[config.mk]
export PLATFORM = sky130hd
export DESIGN_NAME = lsu_mem_master_flat
export DESIGN_NICKNAME = d
export VERILOG_FILES = /design/src/rtl/lsu_mem_master_if.sv /design/src/rtl/lsu_mem_master.sv /design/src/flat_wrapper.sv
export SDC_FILE = /design/constraint.sdc
export NUM_CORES = 1
export LEC_CHECK = 0
export CORE_MARGIN = 2
export CORE_UTILIZATION = 45
export DETAILED_ROUTE_END_ITERATION = 6
export PLACE_DENSITY = 0.73
export SLEW_MARGIN = 40
export SYNTH_ARGS = -nofsm -noshare
export SYNTH_HDL_FRONTEND = slang
export SYNTH_SLANG_ARGS = --single-unit
[constraint.sdc]
create_clock -name clk -period 4.2 [get_ports clk]
set_input_delay 0.63 -clock clk [delete_from_list [all_inputs] [get_ports clk]]
set_output_delay 0.63 -clock clk [all_outputs]
set_load 0.01 [all_outputs]
[src/rtl/lsu_mem_master_if.sv]
// Shared load/store types and the bundled request/response/memory port of the
// load/store initiator. The master modport is the initiator's view. The slave
// modport is the view of the core and the data memory together.
package lsu_pkg;
  typedef enum logic [1:0] {
    MEM_NOP   = 2'd0,
    MEM_LOAD  = 2'd1,
    MEM_STORE = 2'd2
  } mem_op_e;

  typedef enum logic [1:0] {
    RAM_MASK_B = 2'd0,
    RAM_MASK_H = 2'd1,
    RAM_MASK_W = 2'd2
  } ram_mask_e;
endpackage

interface lsu_mem_master_if #(parameter int ADDR_LENGTH = 21);
  import lsu_pkg::*;

  logic                   req_valid;
  logic                   req_ready;
  logic [31:0]            req_addr;
  logic [31:0]            req_wdata;
  mem_op_e                req_mem_op;
  ram_mask_e              req_mask;
  logic                   req_unsigned;

  logic                   rsp_valid;
  logic [31:0]            rsp_rdata;

  logic [ADDR_LENGTH-3:0] mem_addr;
  logic                   mem_re;
  logic                   mem_we;
  logic [3:0]             mem_be;
  logic [31:0]            mem_wdata;
  logic [31:0]            mem_rdata;

  modport master (
    input  req_valid, req_addr, req_wdata, req_mem_op, req_mask, req_unsigned, mem_rdata,
    output req_ready, rsp_valid, rsp_rdata, mem_addr, mem_re, mem_we, mem_be, mem_wdata
  );

  modport slave (
    output req_valid, req_addr, req_wdata, req_mem_op, req_mask, req_unsigned, mem_rdata,
    input  req_ready, rsp_valid, rsp_rdata, mem_addr, mem_re, mem_we, mem_be, mem_wdata
  );
endinterface

[src/rtl/lsu_mem_master.sv]
// Load/store initiator: turns one byte/halfword/word request into one or two
// aligned, byte-enabled beats on a synchronous memory with one-cycle read
// latency. It then assembles and extends the load data.
module lsu_mem_master
  import lsu_pkg::*;
#(
  parameter int ADDR_LENGTH = 21
) (
  input  logic             clk,
  input  logic             rst_n,
  lsu_mem_master_if.master bus
);
  localparam int AW = ADDR_LENGTH - 2;

  typedef enum logic [1:0] {IDLE, B0, B1, DONE} state_e;

  typedef struct packed {
    logic [1:0]    off;
    logic [AW-1:0] w0;
    logic [31:0]   wdata;
    logic          is_load;
    logic [2:0]    nbytes;
    logic          uns;
  } req_t;

  state_e        state_q, state_d;
  req_t          cur_q;
  logic [31:0]   lo_q;
  logic          rsp_valid_q;
  logic [31:0]   rsp_rdata_q;

  logic          accept, req_is_load, req_is_store, split, rsp_fire;
  logic [2:0]    req_nbytes;
  logic [7:0]    lane_m;
  logic [63:0]   lane_d, rd_pair;
  logic [31:0]   rd_shift, rd_result;
  logic          unused_addr_bits;

  assign unused_addr_bits = ^bus.req_addr[31:ADDR_LENGTH];

  // Decode the request offered on the port.
  always_comb begin
    req_is_load  = (bus.req_mem_op == MEM_LOAD);
    req_is_store = (bus.req_mem_op == MEM_STORE);
    case (bus.req_mask)
      RAM_MASK_B: req_nbytes = 3'd1;
      RAM_MASK_H: req_nbytes = 3'd2;
      default:    req_nbytes = 3'd4;
    endcase
    accept = (state_q == IDLE) && bus.req_valid;
  end

  // Lane mask and lane-shifted store data spanning two words (low word = beat 0).
  assign split  = ({1'b0, cur_q.off} + cur_q.nbytes) > 3'd4;
  assign lane_m = ((8'd1 << cur_q.nbytes) - 8'd1) << cur_q.off;
  assign lane_d = {32'd0, cur_q.wdata} << {cur_q.off, 3'b000};

  // State register.
  always_ff @(posedge clk or negedge rst_n) begin
    if (!rst_n) state_q <= IDLE;
    else        state_q <= state_d;
  end

  // Next state and memory beat outputs; the bus is idle outside B0/B1.
  always_comb begin
    // NOTE: every signal written here gets a default first, so no latch is inferred.
    state_d       = state_q;
    bus.mem_addr  = '0;
    bus.mem_re    = 1'b0;
    bus.mem_we    = 1'b0;
    bus.mem_be    = 4'h0;
    bus.mem_wdata = 32'h0;
    case (state_q)
      IDLE: if (accept && (req_is_load || req_is_store)) state_d = B0;
      B0: begin
        bus.mem_addr  = cur_q.w0;
        bus.mem_be    = lane_m[3:0];
        bus.mem_wdata = lane_d[31:0];
        bus.mem_re    = cur_q.is_load;
        bus.mem_we    = !cur_q.is_load;
        if (split)              state_d = B1;
        else if (cur_q.is_load) state_d = DONE;
        else                    state_d = IDLE;
      end
      B1: begin
        bus.mem_addr  = cur_q.w0 + AW'(1);
        bus.mem_be    = lane_m[7:4];
        bus.mem_wdata = lane_d[63:32];
        bus.mem_re    = cur_q.is_load;
        bus.mem_we    = !cur_q.is_load;
        state_d       = cur_q.is_load ? DONE : IDLE;
      end
      DONE:    state_d = IDLE;
      default: state_d = IDLE;
    endcase
  end

  // Load assembly: in DONE the last beat's data is on mem_rdata. The low word
  // comes from lo_q only when the access was split.
  always_comb begin
    rsp_fire = ((state_q != IDLE) && (state_d == IDLE)) ||
               (accept && !req_is_load && !req_is_store);
    rd_pair  = {bus.mem_rdata, split ? lo_q : bus.mem_rdata};
    rd_shift = 32'(rd_pair >> {cur_q.off, 3'b000});
    case (cur_q.nbytes)
      3'd1:    rd_result = cur_q.uns ? {24'd0, rd_shift[7:0]}
                                     : {{24{rd_shift[7]}}, rd_shift[7:0]};
      3'd2:    rd_result = cur_q.uns ? {16'd0, rd_shift[15:0]}
                                     : {{16{rd_shift[15]}}, rd_shift[15:0]};
      default: rd_result = rd_shift;
    endcase
  end

  // Request capture, low-word load capture and the registered response.
  always_ff @(posedge clk or negedge rst_n) begin
    if (!rst_n) begin
      cur_q       <= '0;
      lo_q        <= 32'h0;
      rsp_valid_q <= 1'b0;
      rsp_rdata_q <= 32'h0;
    end else begin
      // NOTE: non-blocking assignments make every flop sample pre-edge values.
      if (accept) begin
        cur_q <= '{off:     bus.req_addr[1:0],
                   w0:      bus.req_addr[ADDR_LENGTH-1:2],
                   wdata:   bus.req_wdata,
                   is_load: req_is_load,
                   nbytes:  req_nbytes,
                   uns:     bus.req_unsigned};
      end
      if ((state_q == B1) && cur_q.is_load) lo_q <= bus.mem_rdata;
      rsp_valid_q <= rsp_fire;
      if (rsp_fire) rsp_rdata_q <= (state_q == DONE) ? rd_result : 32'h0;
    end
  end

  assign bus.req_ready = (state_q == IDLE);
  assign bus.rsp_valid = rsp_valid_q;
  assign bus.rsp_rdata = rsp_rdata_q;
endmodule

[src/flat_wrapper.sv]
// flat-port wrapper written by rule: the top's interface ports become plain ports
module lsu_mem_master_flat import lsu_pkg::*;
#(
  parameter int ADDR_LENGTH = 21
)
  (clk, rst_n, bus_req_valid, bus_req_addr, bus_req_wdata, bus_req_mem_op, bus_req_mask, bus_req_unsigned, bus_mem_rdata, bus_req_ready, bus_rsp_valid, bus_rsp_rdata, bus_mem_addr, bus_mem_re, bus_mem_we, bus_mem_be, bus_mem_wdata);
  lsu_mem_master_if #(.ADDR_LENGTH(ADDR_LENGTH)) bus_i ();
  input  logic clk;
  input  logic rst_n;
  input wire logic [$bits(bus_i.req_valid)-1:0] bus_req_valid;
  input wire logic [$bits(bus_i.req_addr)-1:0] bus_req_addr;
  input wire logic [$bits(bus_i.req_wdata)-1:0] bus_req_wdata;
  input wire logic [$bits(bus_i.req_mem_op)-1:0] bus_req_mem_op;
  input wire logic [$bits(bus_i.req_mask)-1:0] bus_req_mask;
  input wire logic [$bits(bus_i.req_unsigned)-1:0] bus_req_unsigned;
  input wire logic [$bits(bus_i.mem_rdata)-1:0] bus_mem_rdata;
  output wire logic [$bits(bus_i.req_ready)-1:0] bus_req_ready;
  output wire logic [$bits(bus_i.rsp_valid)-1:0] bus_rsp_valid;
  output wire logic [$bits(bus_i.rsp_rdata)-1:0] bus_rsp_rdata;
  output wire logic [$bits(bus_i.mem_addr)-1:0] bus_mem_addr;
  output wire logic [$bits(bus_i.mem_re)-1:0] bus_mem_re;
  output wire logic [$bits(bus_i.mem_we)-1:0] bus_mem_we;
  output wire logic [$bits(bus_i.mem_be)-1:0] bus_mem_be;
  output wire logic [$bits(bus_i.mem_wdata)-1:0] bus_mem_wdata;
  assign bus_i.req_valid = bus_req_valid;
  assign bus_i.req_addr = bus_req_addr;
  assign bus_i.req_wdata = bus_req_wdata;
  assign bus_i.req_mem_op = bus_req_mem_op;
  assign bus_i.req_mask = bus_req_mask;
  assign bus_i.req_unsigned = bus_req_unsigned;
  assign bus_i.mem_rdata = bus_mem_rdata;
  assign bus_req_ready = bus_i.req_ready;
  assign bus_rsp_valid = bus_i.rsp_valid;
  assign bus_rsp_rdata = bus_i.rsp_rdata;
  assign bus_mem_addr = bus_i.mem_addr;
  assign bus_mem_re = bus_i.mem_re;
  assign bus_mem_we = bus_i.mem_we;
  assign bus_mem_be = bus_i.mem_be;
  assign bus_mem_wdata = bus_i.mem_wdata;
  lsu_mem_master #(.ADDR_LENGTH(ADDR_LENGTH)) u_core (.clk(clk), .rst_n(rst_n), .bus(bus_i));
endmodule
Yosys cells after proc, flatten, opt, wreduce, memory -nomap -nowiden
Cells that the tools add are included.
{ "classes": {"add_sub_neg": 3, "order_cmp": 1, "mux": 15, "n_reduce_logical": 16, "n_shift": 4, "n_eq_ne": 8} }
{ "op_table": {"columns": ["op", "n"], "rows": [
  ["$mux 32", 4],
  ["$pmux 32 s2", 2],
  ["$shl 32x5->64", 1],
  ["$shr 64x5->32", 1],
  ["$pmux 19 s2", 1],
  ["$add 19x1->19 const B", 1],
  ["$pmux 2 s4", 1],
  ["$pmux 4 s2", 1],
  ["$shl 1x3->8 const A", 1],
  ["$shl 8x2->8", 1],
  ["$sub 8x1->8 const B", 1],
  ["$eq 2x1->1 const B", 3],
  ["$eq 2x2->1 const B", 3],
  ["$logic_and 1x1->1", 6],
  ["$logic_not 2->1", 3],
  ["$mux 2", 3],
  ["$pmux 3 s2", 1],
  ["$add 2x3->3", 1],
  ["$eq 3x1->1 const B", 1],
  ["$eq 3x2->1 const B", 1],
  ["$gt 3x3->1 const B", 1],
  ["$logic_not 1->1", 3],
  ["$logic_or 1x1->1", 2],
  ["$mux 1", 2],
  ["2 further kinds", 2]
]} }
{ "word_totals": {"wordCells": 57, "out_inout_bits": 91, "regBits": 125, "input_bits": 104} }

Depth between registers and ports, before layout
Gate-level depths: netlist of the first run.
{ "logic_depth": {"ltp_word": 8, "depth_mapped": 12, "depth_no_buf": 10} }

Worst setup path after synthesis of the first run
OpenSTA, ideal clock, no wires.
{ "synth_timing": {"kind": "register -> register", "start": "register u_core.cur_q[57] (netlist bit)", "end": "register u_core.rsp_rdata_q[24], in the netlist u_core.bus.rsp_rdata[24]", "setup_ps": 123, "path_buffers": 3, "synth_period_minus_slack_ps": 3104, "required_time_ps": 4077, "arrival_time_ps": 2980, "path_slack_ps": 1096, "stages_incl_launch_ff": 12, "cell_sequence": "dfrtp_1 inv_1 clkbuf_1 buf_1 fa_1 nor2b_1 nor2_4 buf_6 mux2_4 mux4_2 nor2_1 o21ai_1"} }
{ "synth_via": {"elab_chain_cells": 7, "word_cells_on_any_way": 13, "cone_classes": "add/sub: 1; order compare: 1; shift: 1; mux: 7; reduce/logical: 3"} }
{ "synth_rtl": {"columns": ["element", "line_no", "text"], "rows": [
  ["start: declaration", "lsu_mem_master.sv:27", "req_t cur_q;"],
  ["start signal: assignment", "lsu_mem_master.sv:124", "cur_q <= '{off: bus.req_addr[1:0],"],
  ["$add 2x3->3", "lsu_mem_master.sv:54", "assign split = ({1'b0, cur_q.off} + cur_q.nbytes) > 3'd4;"],
  ["$gt 3x3->1", "lsu_mem_master.sv:54", null],
  ["$mux 32 / $mux 2 (equally long branches)", "lsu_mem_master.sv:103, lsu_mem_master.sv:81", null],
  ["$shr 64x5->32 / $pmux 2 s4 (equally long branches)", "lsu_mem_master.sv:104, lsu_mem_master.sv:73", null],
  ["$mux 32, or another cell as far along", "lsu_mem_master.sv:108", "3'd2: rd_result = cur_q.uns ? {16'd0, rd_shift[15:0]}"],
  ["$pmux 32 s2 / $logic_and 1x1->1 (equally long branches)", "lsu_mem_master.sv:105, lsu_mem_master.sv:101", null],
  ["$mux 32 / $logic_or 1x1->1 (equally long branches)", "lsu_mem_master.sv:133, lsu_mem_master.sv:101", null],
  ["end signal: assignment", "lsu_mem_master.sv:133", "if (rsp_fire) rsp_rdata_q <= (state_q == DONE) ? rd_result : 32'h0;"],
  ["end: declaration", "lsu_mem_master.sv:30", "logic [31:0] rsp_rdata_q;"]
]} }
Several ways; a longest one is shown, not always the timed one.
A chain may end at the register's enable or synchronous reset.

Final worst setup path of the first run
{ "layout_timing": {"start": "register u_core.cur_q[3] (netlist bit)", "end": "output bus_mem_be[3]"} }
{ "layout_via": {"elab_chain_cells": 4} }
{ "layout_rtl": {"columns": ["element", "line_no", "text"], "rows": [
  ["$shl 1x3->8", "lsu_mem_master.sv:55", "assign lane_m = ((8'd1 << cur_q.nbytes) - 8'd1) << cur_q.off;"],
  ["$sub 8x1->8", "lsu_mem_master.sv:55", null],
  ["$shl 8x2->8", "lsu_mem_master.sv:55", null],
  ["$pmux 4 s2", "lsu_mem_master.sv:73", "case (state_q)"],
  ["end: declaration", "flat_wrapper.sv:23", "output wire logic [$bits(bus_i.mem_be)-1:0] bus_mem_be;"]
]} }
No other way between the ends.

==> results of run 1 <==
## power breakdown
group          switching (mW)  internal (mW)  leakage (nW)
clock                   0.571           1.03         0.306
sequential              0.505           1.71          1.55
combinational            2.35           2.32          2.59
## layout make-up
cell class | count | area share
Clock buffer | 19 | 0.0420
Clock inverter | 13 | 0.0174
Inverter | 17 | 0.00592
Multi-Input combinational cell | 600 | 0.432
Sequential cell | 125 | 0.290
Tap cell | 225 | 0.0261
Timing Repair Buffer | 203 | 0.186
## repair_timing
action                                 CTS  global route
buffers inserted                         0             0
gates resized for setup                  1             4
hold buffers                             0             0
endpoints found under the hold margin    0             0
setup endpoints to repair                1             2
## logic make-up (layout without fill, tap and decap cells)
kind of cell | Yosys count | count (layout) | share of synthesized area
DFF | 125 | 125 | 0.388
adders and majority gates | 10 | 10 | 0.0164
AOI/OAI and AO/OA | 175 | 175 | 0.137
buffers and inverters | 72 | 252 | 0.0374
xor gates and xnor gates | 9 | 9 | 0.0107
muxes | 173 | 173 | 0.273
and+or+nand+nor | 233 | 233 | 0.138
## through the flow
stage | hold slack [ns] | worst slack (ns)
after floorplan | 0.334 | 1.10
after global placement | 0.466 | 0.500
after detailed placement | 0.473 | 0.442
after CTS | 0.260 | 0.0478
after global routing | 0.285 | 0.0379
final | 0.241 | 0.270
## final timing paths
path	cells past startpoint	from	end	slack (ns)
worst min register to register	2	u_core.bus.rsp_rdata[3]$_DFFE_PN0P_	u_core.bus.rsp_rdata[3]$_DFFE_PN0P_	0.48
worst max-delay path	10	u_core.cur_q[3]$_DFFE_PN0P_	bus_mem_be[3]	0.27
max in group asynchronous	2	rst_n	u_core.cur_q[56]$_DFFE_PN0P_	3.18
worst max register to register	10	u_core.cur_q[56]$_DFFE_PN0P_	u_core.bus.rsp_rdata[28]$_DFFE_PN0P_	0.83
min in group clk	2	u_core.bus.rsp_rdata[3]$_DFFE_PN0P_	u_core.bus.rsp_rdata[3]$_DFFE_PN0P_	0.48
worst min-delay path	1	rst_n	u_core.lo_q[27]$_DFFE_PN0P_	0.24
## synthesized netlist by cell type, types with 2 or more instances
library cell and number:
a211oi_1 3, a21boi_0 3, a21o_1 2, a21oi_1 11, a221oi_1 2, a22o_1 11
a22oi_1 24, a31oi_1 3, and2_1 25, and3_1 18, buf_1 9, buf_2 13
buf_6 2, clkbuf_1 31, dfrtp_1 125, ha_1 9, inv_1 17, mux2_2 95
mux2_4 5, mux2i_1 47, mux4_2 26, nand2_1 105, nand2b_1 11, nand3_1 16
nand4_1 4, nor2_1 25, nor2b_1 18, nor3_1 6, o2111ai_1 5, o211ai_1 2
o21a_1 4, o21ai_0 61, o21ai_1 14, o22ai_1 18, o31ai_1 4, o32ai_1 2
xnor2_1 3, xor2_1 5
## sequential cells by signal, summed over array words and instances (netlist names)
signal	count
u_core.cur_q	58
u_core.bus.rsp_rdata	32
u_core.lo_q	32
u_core.state_q	2
u_core.bus.rsp_valid	1
## layer usage
layer / global-route usage / vias to the layer above / part of all wire
met5: 0 / - / 0
met3: 0.0779 / 38 / 0.083
met2: 0.403 / 283 / 0.47
met1: 0.346 / 3424 / 0.43
li1: - / 3245 / -
met4: 0.0862 / 0 / 0.021
==> impl_metrics.csv, run 1 <==
group,metric,value,unit
die,die_w,138,um
synth,synth_ff_type,"dfrtp_1",
final_layout,fin_nets,1078,
worst_setup_path,critPathRequiredTime,3.57,ns
global_route,grt_usage,0.259,
run,max-cap-violations,0,
clock_network,cts_tree,"built",
placed_design,place_hpwl,16.2,mm
routing,wirelength,23.6,mm
synth,synthArstFlopShare,1.00,
placed_design,place_area,0.0101,mm2
routing,wl_per_cell,19.7,um
hold_path,hold_class,"in -> async",
final_layout,final_layout_size_suffix_gt1_frac,0.197,
final_layout,area_delta_synth_final,33.7,%
routing,first_pass_iters,5,
final_layout,final_area,0.0108,mm2
worst_setup_path,cp_top_family,"buffers and inverters",
die,dieArea,0.0190,mm2
timing,fmax,254,MHz
synth,synth_top_cell_by_area,"dfrtp_1",
pwr,p_per_area,786,mW/mm2
die,rows,48,
synth,syn_area_per_cell,10.1,um2
placed_design,gp_congestion,0.866,
final_layout,final_util,0.619,
timing,tightest_slew,0.779,ns
synth,synth_warnings,0,
final_layout,multi_input_area,0.00466,mm2
final_layout,regArea,0.00313,mm2
outcome,outcome,"finished clean",
synth,synth_area,0.00807,mm2
die,die_h,138,um
timing,drv_slew,0,
synth,ys_top_cells_by_area,"dfrtp_1 (39%), mux2_2 (13%), mux4_2 (7.3%)",
final_layout,fill_cells,1474,
clock_network,h-tree-depth,4,
synth,synth-edff-count,0,
global_route,antenna_found_initial,0,
global_route,grt_pass1_vias,6982,
synth,synth-seq-area-share,0.388,
routing,vias,6990,
final_layout,antennaDiodeCount,0,
pwr,power,8.48,mW
die,start_util,0.463,
worst_setup_path,critical_path.max_fanout,10,
final_layout,layout_common_cells,"clkdlybuf4s50_1 (182), dfrtp_1 (123), nand2_1 (104), mux2_2 (95), o21ai_0 (61)",
worst_setup_path,path_buf_inv,3,
worst_setup_path,worst-setup-path-type,"reg -> out",
clock_network,clk_pin_slew,0.06,ns
worst_setup_path,crit_arrival,3.30,ns
global_route,grt_max_degree,71,
pwr,p_leak,4.44,nW
worst_setup_path,startpoint_type,"register",
clock_network,cts_root_buf,"clkbuf_16",
synth,synthCells,797,
die,core_area,0.0174,mm2
worst_setup_path,worstPathCellList,"inv_1, and3_2, inv_2, ha_2, nor3b_2, o21ai_0, a221o_1, a21o_1, a21boi_0, clkdlybuf4s50_1",
synth,synth_top_area_frac,0.388,
clock_network,cts_buffers,17,
timing,setup_viol,0,
final_layout,final_common_cell,"clkdlybuf4s50_1",
worst_setup_path,cp_slowest_cell,"clkdlybuf4s50_1",
clock_network,cts_sinks,125,
synth,synth_cell_types,51,
final_layout,finalNonFillerCells,1202,
clock_network,cts_buffer_depth,2,
timing,rsz0062_at_grt,"false",
synth,synth_fp_nets,911,
timing,relSlewSlack,0.479,
die,ios,195,
synth,ys_ff_latch,125,
timing,setup_tns,0,ns
routing,drc,0,
worst_setup_path,slowest_delay,0.61,ns
placed_design,dp_cells,1170,
timing,fin_crit,3.93,ns
routing,antenna_left,0,
timing,hold_viol_final,0,
routing,viasPerCell,5.82,
timing,skew,0.00922,ns
global_route,overflow,0,
pwr,ir_drop,0.358,mV
worst_setup_path,end_kind,"primary output",
clock_network,clock_latency,0.42,ns
timing,fin_crit_sh,0.936,
global_route,grt_pass1_wl,37.7,mm
placed_design,io_buffers,183,
routing,first_iter_violations,537,
(Power assumes the default switching activity.)
==> inputs of run 2 (changes only) <==
- CORE_UTILIZATION: 45 -> 27
- PLACE_DENSITY: 0.73 -> 0.48
==> run 2 against run 1 <==
Against the previous run: fmax down 0.73%; power is 1.4% lower; register-to-register slack lost 0.06 ns; die area increased by 65%; largest power group unchanged.
==> impl_metrics.csv, run 2 (synthesis gave the netlist of run 1 again) <==
group,metric,value,unit
outcome,outcome,"finished clean",
clock_network,cts_buffer_depth,2,
pwr,power_frac_comb,0.562,
timing,hold_viol_final,0,
timing,setup_tns,0,ns
clock_network,clk_pin_slew,0.06,ns
die,die_w,177,um
worst_setup_path,crit_arrival,3.33,ns
pwr,power_frac_clock,0.179,
timing,skew,0.0212,ns
timing,setup_viol,0,
worst_setup_path,critPathRequiredTime,3.57,ns
worst_setup_path,cp_top_family,"buffers and inverters",
timing,rsz0062_at_grt,"false",
pwr,p_per_area,762,mW/mm2
final_layout,final_util,0.371,
timing,fin_crit_sh,0.943,
pwr,p_leak,4.45,nW
pwr,ir_drop,0.288,mV
final_layout,final_common_cell,"clkdlybuf4s50_1",
final_layout,final_layout_size_suffix_gt1_frac,0.199,
final_layout,antennaDiodeCount,0,
timing,tightest_slew,0.769,ns
die,core_area,0.0296,mm2
global_route,antenna_found_initial,0,
hold_path,hold_class,"in -> async",
pwr,p_int,4.93,mW
routing,first_iter_violations,366,
worst_setup_path,cp_slowest_cell,"clkdlybuf4s50_1",
worst_setup_path,startpoint_type,"register",
worst_setup_path,path_buf_inv,3,
worst_setup_path,worstPathCellList,"inv_1, and3_2, clkinvlp_4, ha_2, nand2b_1, mux2i_1, o21ai_0, a22oi_1, o32ai_1, and2_1, clkdlybuf4s50_1",
pwr,p_seq_frac,0.259,
routing,viasPerCell,4.99,
global_route,overflow,0,
clock_network,cts_buffers,17,
routing,antenna_left,0,
routing,first_pass_iters,5,
placed_design,place_area,0.0103,mm2
routing,wirelength,25.6,mm
routing,vias,6846,
final_layout,final_area,0.0110,mm2
clock_network,cts_sinks,125,
global_route,grt_usage,0.167,
global_route,grt_max_degree,87,
final_layout,largest-register,"u_core.cur_q",
clock_network,cts_tree,"built",
routing,drc,0,
placed_design,place_hpwl,17.8,mm
pwr,switching_share,0.410,
final_layout,largest_reg_flops,58,
global_route,grt_pass1_vias,6923,
placed_design,post-place-ws,0.432,ns
die,start_util,0.273,
pwr,power,8.36,mW
final_layout,area_delta_synth_final,35.9,%
clock_network,cts_root_buf,"clkbuf_16",
final_layout,fin_nets,1084,
run,max-cap-violations,0,
worst_setup_path,end_kind,"primary output",
placed_design,io_buffers,183,
die,die_h,177,um
die,dieArea,0.0313,mm2
die,rows,63,
timing,relSlewSlack,0.487,
worst_setup_path,critical_path.max_fanout,10,
global_route,grt_pass1_wl,40.1,mm
clock_network,clock_latency,0.43,ns
worst_setup_path,worst-setup-path-type,"reg -> out",
placed_design,gp_congestion,0.769,
final_layout,layout_common_cells,"clkdlybuf4s50_1 (181), dfrtp_1 (123), nand2_1 (104), mux2_2 (95), o21ai_0 (61)",
timing,fin_crit,3.96,ns
clock_network,h-tree-depth,4,
timing,drv_slew,0,
routing,wl_per_cell,18.7,um
timing,setup_ws,0.241,ns
timing,fmax,253,MHz
die,ios,195,
pwr,p_switching,3.43,mW
worst_setup_path,slowest_delay,0.57,ns
==> run 2: cell count changes in the layout (fill, tap and decap cells not counted), sizes merged <==
| cell | previous run | this run |
|---|---|---|
| buf | 21 | 27 |
| bufinv | 4 | 2 |
| clkinv | 4 | 6 |
| clkinvlp | 3 | 5 |
| inv | 19 | 17 |
| clkdlybuf4s50 | 182 | 181 |
| dlymetal6s2s | 0 | 1 |
==> run 2: power by group through the flow <==
stage / logic, mW / registers (mW) / clock network, mW
2_1_floorplan: 3.34 / 2.07 / 0
3_3_place_gp: 4.68 / 2.17 / 0
3_5_place_dp: 4.71 / 2.18 / 0
4_1_cts: 4.74 / 2.16 / 1.55
5_1_grt: 5.15 / 2.25 / 1.61
6_report: 4.70 / 2.16 / 1.50
==> run 2: timing repair <==
| item | CTS | global route |
|---|---|---|
| endpoints found under the setup margin | 1 | 3 |
| gates resized for setup | 1 | 3 |
| buffers inserted | 0 | 3 |
| hold buffers | 0 | 0 |
==> run 2: cell type report <==
| type | instances | area [um2] |
|---|---|---|
| clock buffers | 19 | 453 |
| clock inverters | 13 | 140 |
| fillers | 3021 | 18600 |
| inverters | 17 | 67.6 |
| multi-input cells | 600 | 4650 |
| flip-flops and latches | 125 | 3130 |
| well taps | 390 | 488 |
| repair buffers | 209 | 2040 |
==> run 2: worst paths after layout <==
kind                                                startpoint  cells past startpoint                                    to  slack (ns)
hold reg to reg            u_core.bus.rsp_rdata[1]$_DFFE_PN0P_                      2   u_core.bus.rsp_rdata[1]$_DFFE_PN0P_        0.48
setup reg to reg                   u_core.cur_q[1]$_DFFE_PN0P_                     10  u_core.bus.rsp_rdata[16]$_DFFE_PN0P_        0.77
setup / recovery                   u_core.cur_q[3]$_DFFE_PN0P_                     11                         bus_mem_be[1]        0.24
min in group clk           u_core.bus.rsp_rdata[1]$_DFFE_PN0P_                      2   u_core.bus.rsp_rdata[1]$_DFFE_PN0P_        0.48
max in group asynchronous                                rst_n                      2          u_core.cur_q[16]$_DFFE_PN0P_        3.23
hold / removal                                           rst_n                      1            u_core.lo_q[9]$_DFFE_PN0P_        0.18
==> run 2: metrics by stage <==
stage	hold WS [ns]	cells
4_1_cts	0.245	1370
3_3_place_gp	0.459	1338
3_5_place_dp	0.473	1338
5_1_grt	0.236	1373
2_1_floorplan	0.334	797
6_report	0.180	1373
==> run 2: worst reg2reg max path: stages (launching register included) <==
cell and delay [ns]:
dfrtp_1 0.39, buf_4 0.19, ha_1 0.20, inv_1 0.06
fa_1 0.42, nor2b_1 0.18, nor2_4 0.41, buf_4 0.30
a211o_2 0.30, a41o_1 0.63, o21ai_0 0.20
==> run 2: per-layer routing <==
metal  track usage  vias up  routed length [um]
li1              -     3269                   -
met1         0.226     3390               12100
met2         0.266      174               11800
met3        0.0468       13                1520
met4        0.0362        0                 187
met5             0        -                   0
==> inputs of run 3 (changes only) <==
- CORE_MARGIN: 2 -> not set
==> run 3 against run 2 <==
Against the previous run: worst setup slack better by 0.084 ns; die area down 2.2%; sequential power up 3%; final area about the same; final cell count down 0.66%; clock skew down 0.012 ns; worst hold slack worse by 0.078 ns; combinational power down 2%; clock-buffer cell count up 1; highest routed layer unchanged.
==> impl_metrics.csv, run 3 (synthesis gave the netlist of run 1 again) <==
group,metric,value,unit
die,die_w,175,um
worst_setup_path,critical_path.max_fanout,13,
pwr,p_per_area,764,mW/mm2
die,start_util,0.277,
global_route,antenna_found_initial,0,
timing,skew,0.00936,ns
routing,viasPerCell,5.07,
clock_network,cts_tree,"built",
final_layout,antennaDiodeCount,0,
clock_network,cts_root_buf,"clkbuf_16",
worst_setup_path,startpoint_type,"register",
clock_network,clk_pin_slew,0.06,ns
timing,fin_crit_sh,0.922,
outcome,outcome,"finished clean",
timing,fin_crit,3.87,ns
placed_design,gp_congestion,0.766,
worst_setup_path,worst-setup-path-type,"reg -> out",
worst_setup_path,crit_arrival,3.24,ns
global_route,grt_pass1_wl,40.8,mm
placed_design,dp_cells,1331,
global_route,overflow,0,
global_route,grt_pass1_vias,7003,
clock_network,post_cts_buffers,0,
timing,setup_tns,0,ns
timing,tightest_slew,0.824,ns
timing,hold_viol_final,0,
clock_network,cts_hold_buffers,0,
clock_network,cts_buffers,17,
pwr,p_leak,4.46,nW
final_layout,fin_nets,1081,
final_layout,multi_input_area,0.00466,mm2
clock_network,clock_latency,0.42,ns
worst_setup_path,critPathRequiredTime,3.57,ns
global_route,grt_usage,0.173,
placed_design,place_hpwl,17.7,mm
die,ios,195,
worst_setup_path,r2r_setup_slack,0.94,ns
routing,wl_per_cell,19.0,um
routing,first_iter_violations,364,
final_layout,final_layout_size_suffix_gt1_frac,0.200,
final_layout,layout_common_cells,"clkdlybuf4s50_1 (181), dfrtp_1 (122), nand2_1 (104), mux2_2 (95), o21ai_0 (61)",
final_layout,regArea,0.00313,mm2
timing,holdWs,0.102,ns
hold_path,hold_class,"in -> async",
worst_setup_path,r2r_start,"u_core.cur_q[56]$_DFFE_PN0P_",
routing,vias,6910,
routing,first_pass_iters,5,
clock_network,cts_sinks,125,
worst_setup_path,reg2reg_to,"u_core.bus.rsp_rdata[14]$_DFFE_PN0P_",
routing,wirelength,26.0,mm
final_layout,largest-register,"u_core.cur_q",
clock_network,h-tree-depth,4,
run,max-cap-violations,0,
die,core_area,0.0291,mm2
timing,rsz0062_at_grt,"false",
final_layout,area_delta_synth_final,35.9,%
routing,antenna_left,0,
timing,fmax,258,MHz
die,die_h,175,um
timing,relSlewSlack,0.450,
final_layout,final_util,0.377,
timing,drv_slew,0,
placed_design,io_buffers,183,
routing,drc,0,
final_layout,finalNonFillerCells,1364,
final_layout,largest_reg_flops,58,
clock_network,cts_buffer_depth,2,
pwr,ir_drop,0.275,mV
global_route,grt_max_degree,77,
die,rows,62,
final_layout,fill_cells,2930,
worst_setup_path,end_kind,"primary output",
final_layout,final_common_cell,"clkdlybuf4s50_1",
timing,setup_viol,0,
worst_setup_path,reg2reg_depth,10,
die,dieArea,0.0306,mm2
[run 3: changes by cell type in the layout (fill, tap and decap cells not counted), sizes merged]
| cell | change |
|---|---|
| clkbuf | +1 |
| clkinv | -1 |
| inv | +3 |
| buf | -3 |
| clkinvlp | -3 |
[run 3: worst max-delay path by stage]
stage	startpoint	end	slack, ns	depth (start not counted)
2_1_floorplan	u_core.cur_q[57]$_DFFE_PN0P_	u_core.bus.rsp_rdata[24]$_DFFE_PN0P_	1.10	11
3_3_place_gp	u_core.cur_q[2]$_DFFE_PN0P_	bus_mem_be[3]	0.43	10
3_5_place_dp	u_core.cur_q[2]$_DFFE_PN0P_	bus_mem_be[3]	0.41	10
4_1_cts	u_core.cur_q[2]$_DFFE_PN0P_	bus_mem_be[3]	0.07	10
5_1_grt	u_core.cur_q[3]$_DFFE_PN0P_	bus_mem_be[1]	0.06	11
6_report	u_core.cur_q[2]$_DFFE_PN0P_	bus_mem_be[1]	0.33	11
[run 3: power by group]
group	internal [mW]	leakage [nW]	switching (mW)	total [mW]
Sequential	1.71	1.55	0.519	2.23
Combinational	2.30	2.62	2.32	4.62
Clock	0.926	0.293	0.606	1.53
[run 3: repair_timing]
action | 4_1_cts | 5_1_grt
resized for setup | 2 | 4
cloned | 0 | 0
pin swaps | 0 | 0
endpoints found under the setup margin | 1 | 2
endpoints found under the hold margin | 0 | 0
[run 3: through the flow]
stage	total power, mW	cell area [um2]	setup slack, ns
after CTS	8.46	10900	0.0702
after floorplan	5.41	8070	1.10
final	8.38	11000	0.326
after global routing	9.01	11000	0.0556
after detailed placement	6.88	10300	0.407
after global placement	6.84	10300	0.434
[run 3: per-layer routing]
layer	routed length, um	share of wire	GRT usage
met1	12100	0.46	0.236
met2	11800	0.46	0.270
met3	1830	0.070	0.0537
met4	223	0.0086	0.0330
met5	0	0	0
[run 3: area by class of cell]
class,instances,area share
Clock buffer,20,0.0426
Clock inverter,12,0.0122
Inverter,17,0.00582
Multi-Input combinational cell,600,0.425
Sequential cell,125,0.286
Tap cell,384,0.0438
Timing Repair Buffer,206,0.185
[run 3: critical path, stage by stage, from the launching register on]
cell             delay (ns)
dfrtp_2                0.50
inv_2                  0.14
and3_2                 0.25
inv_1                  0.09
ha_1                   0.31
nand2b_1               0.24
mux2i_1                0.15
o21ai_0                0.18
a22oi_1                0.11
o32ai_1                0.12
and2_1                 0.16
clkdlybuf4s50_1        0.57
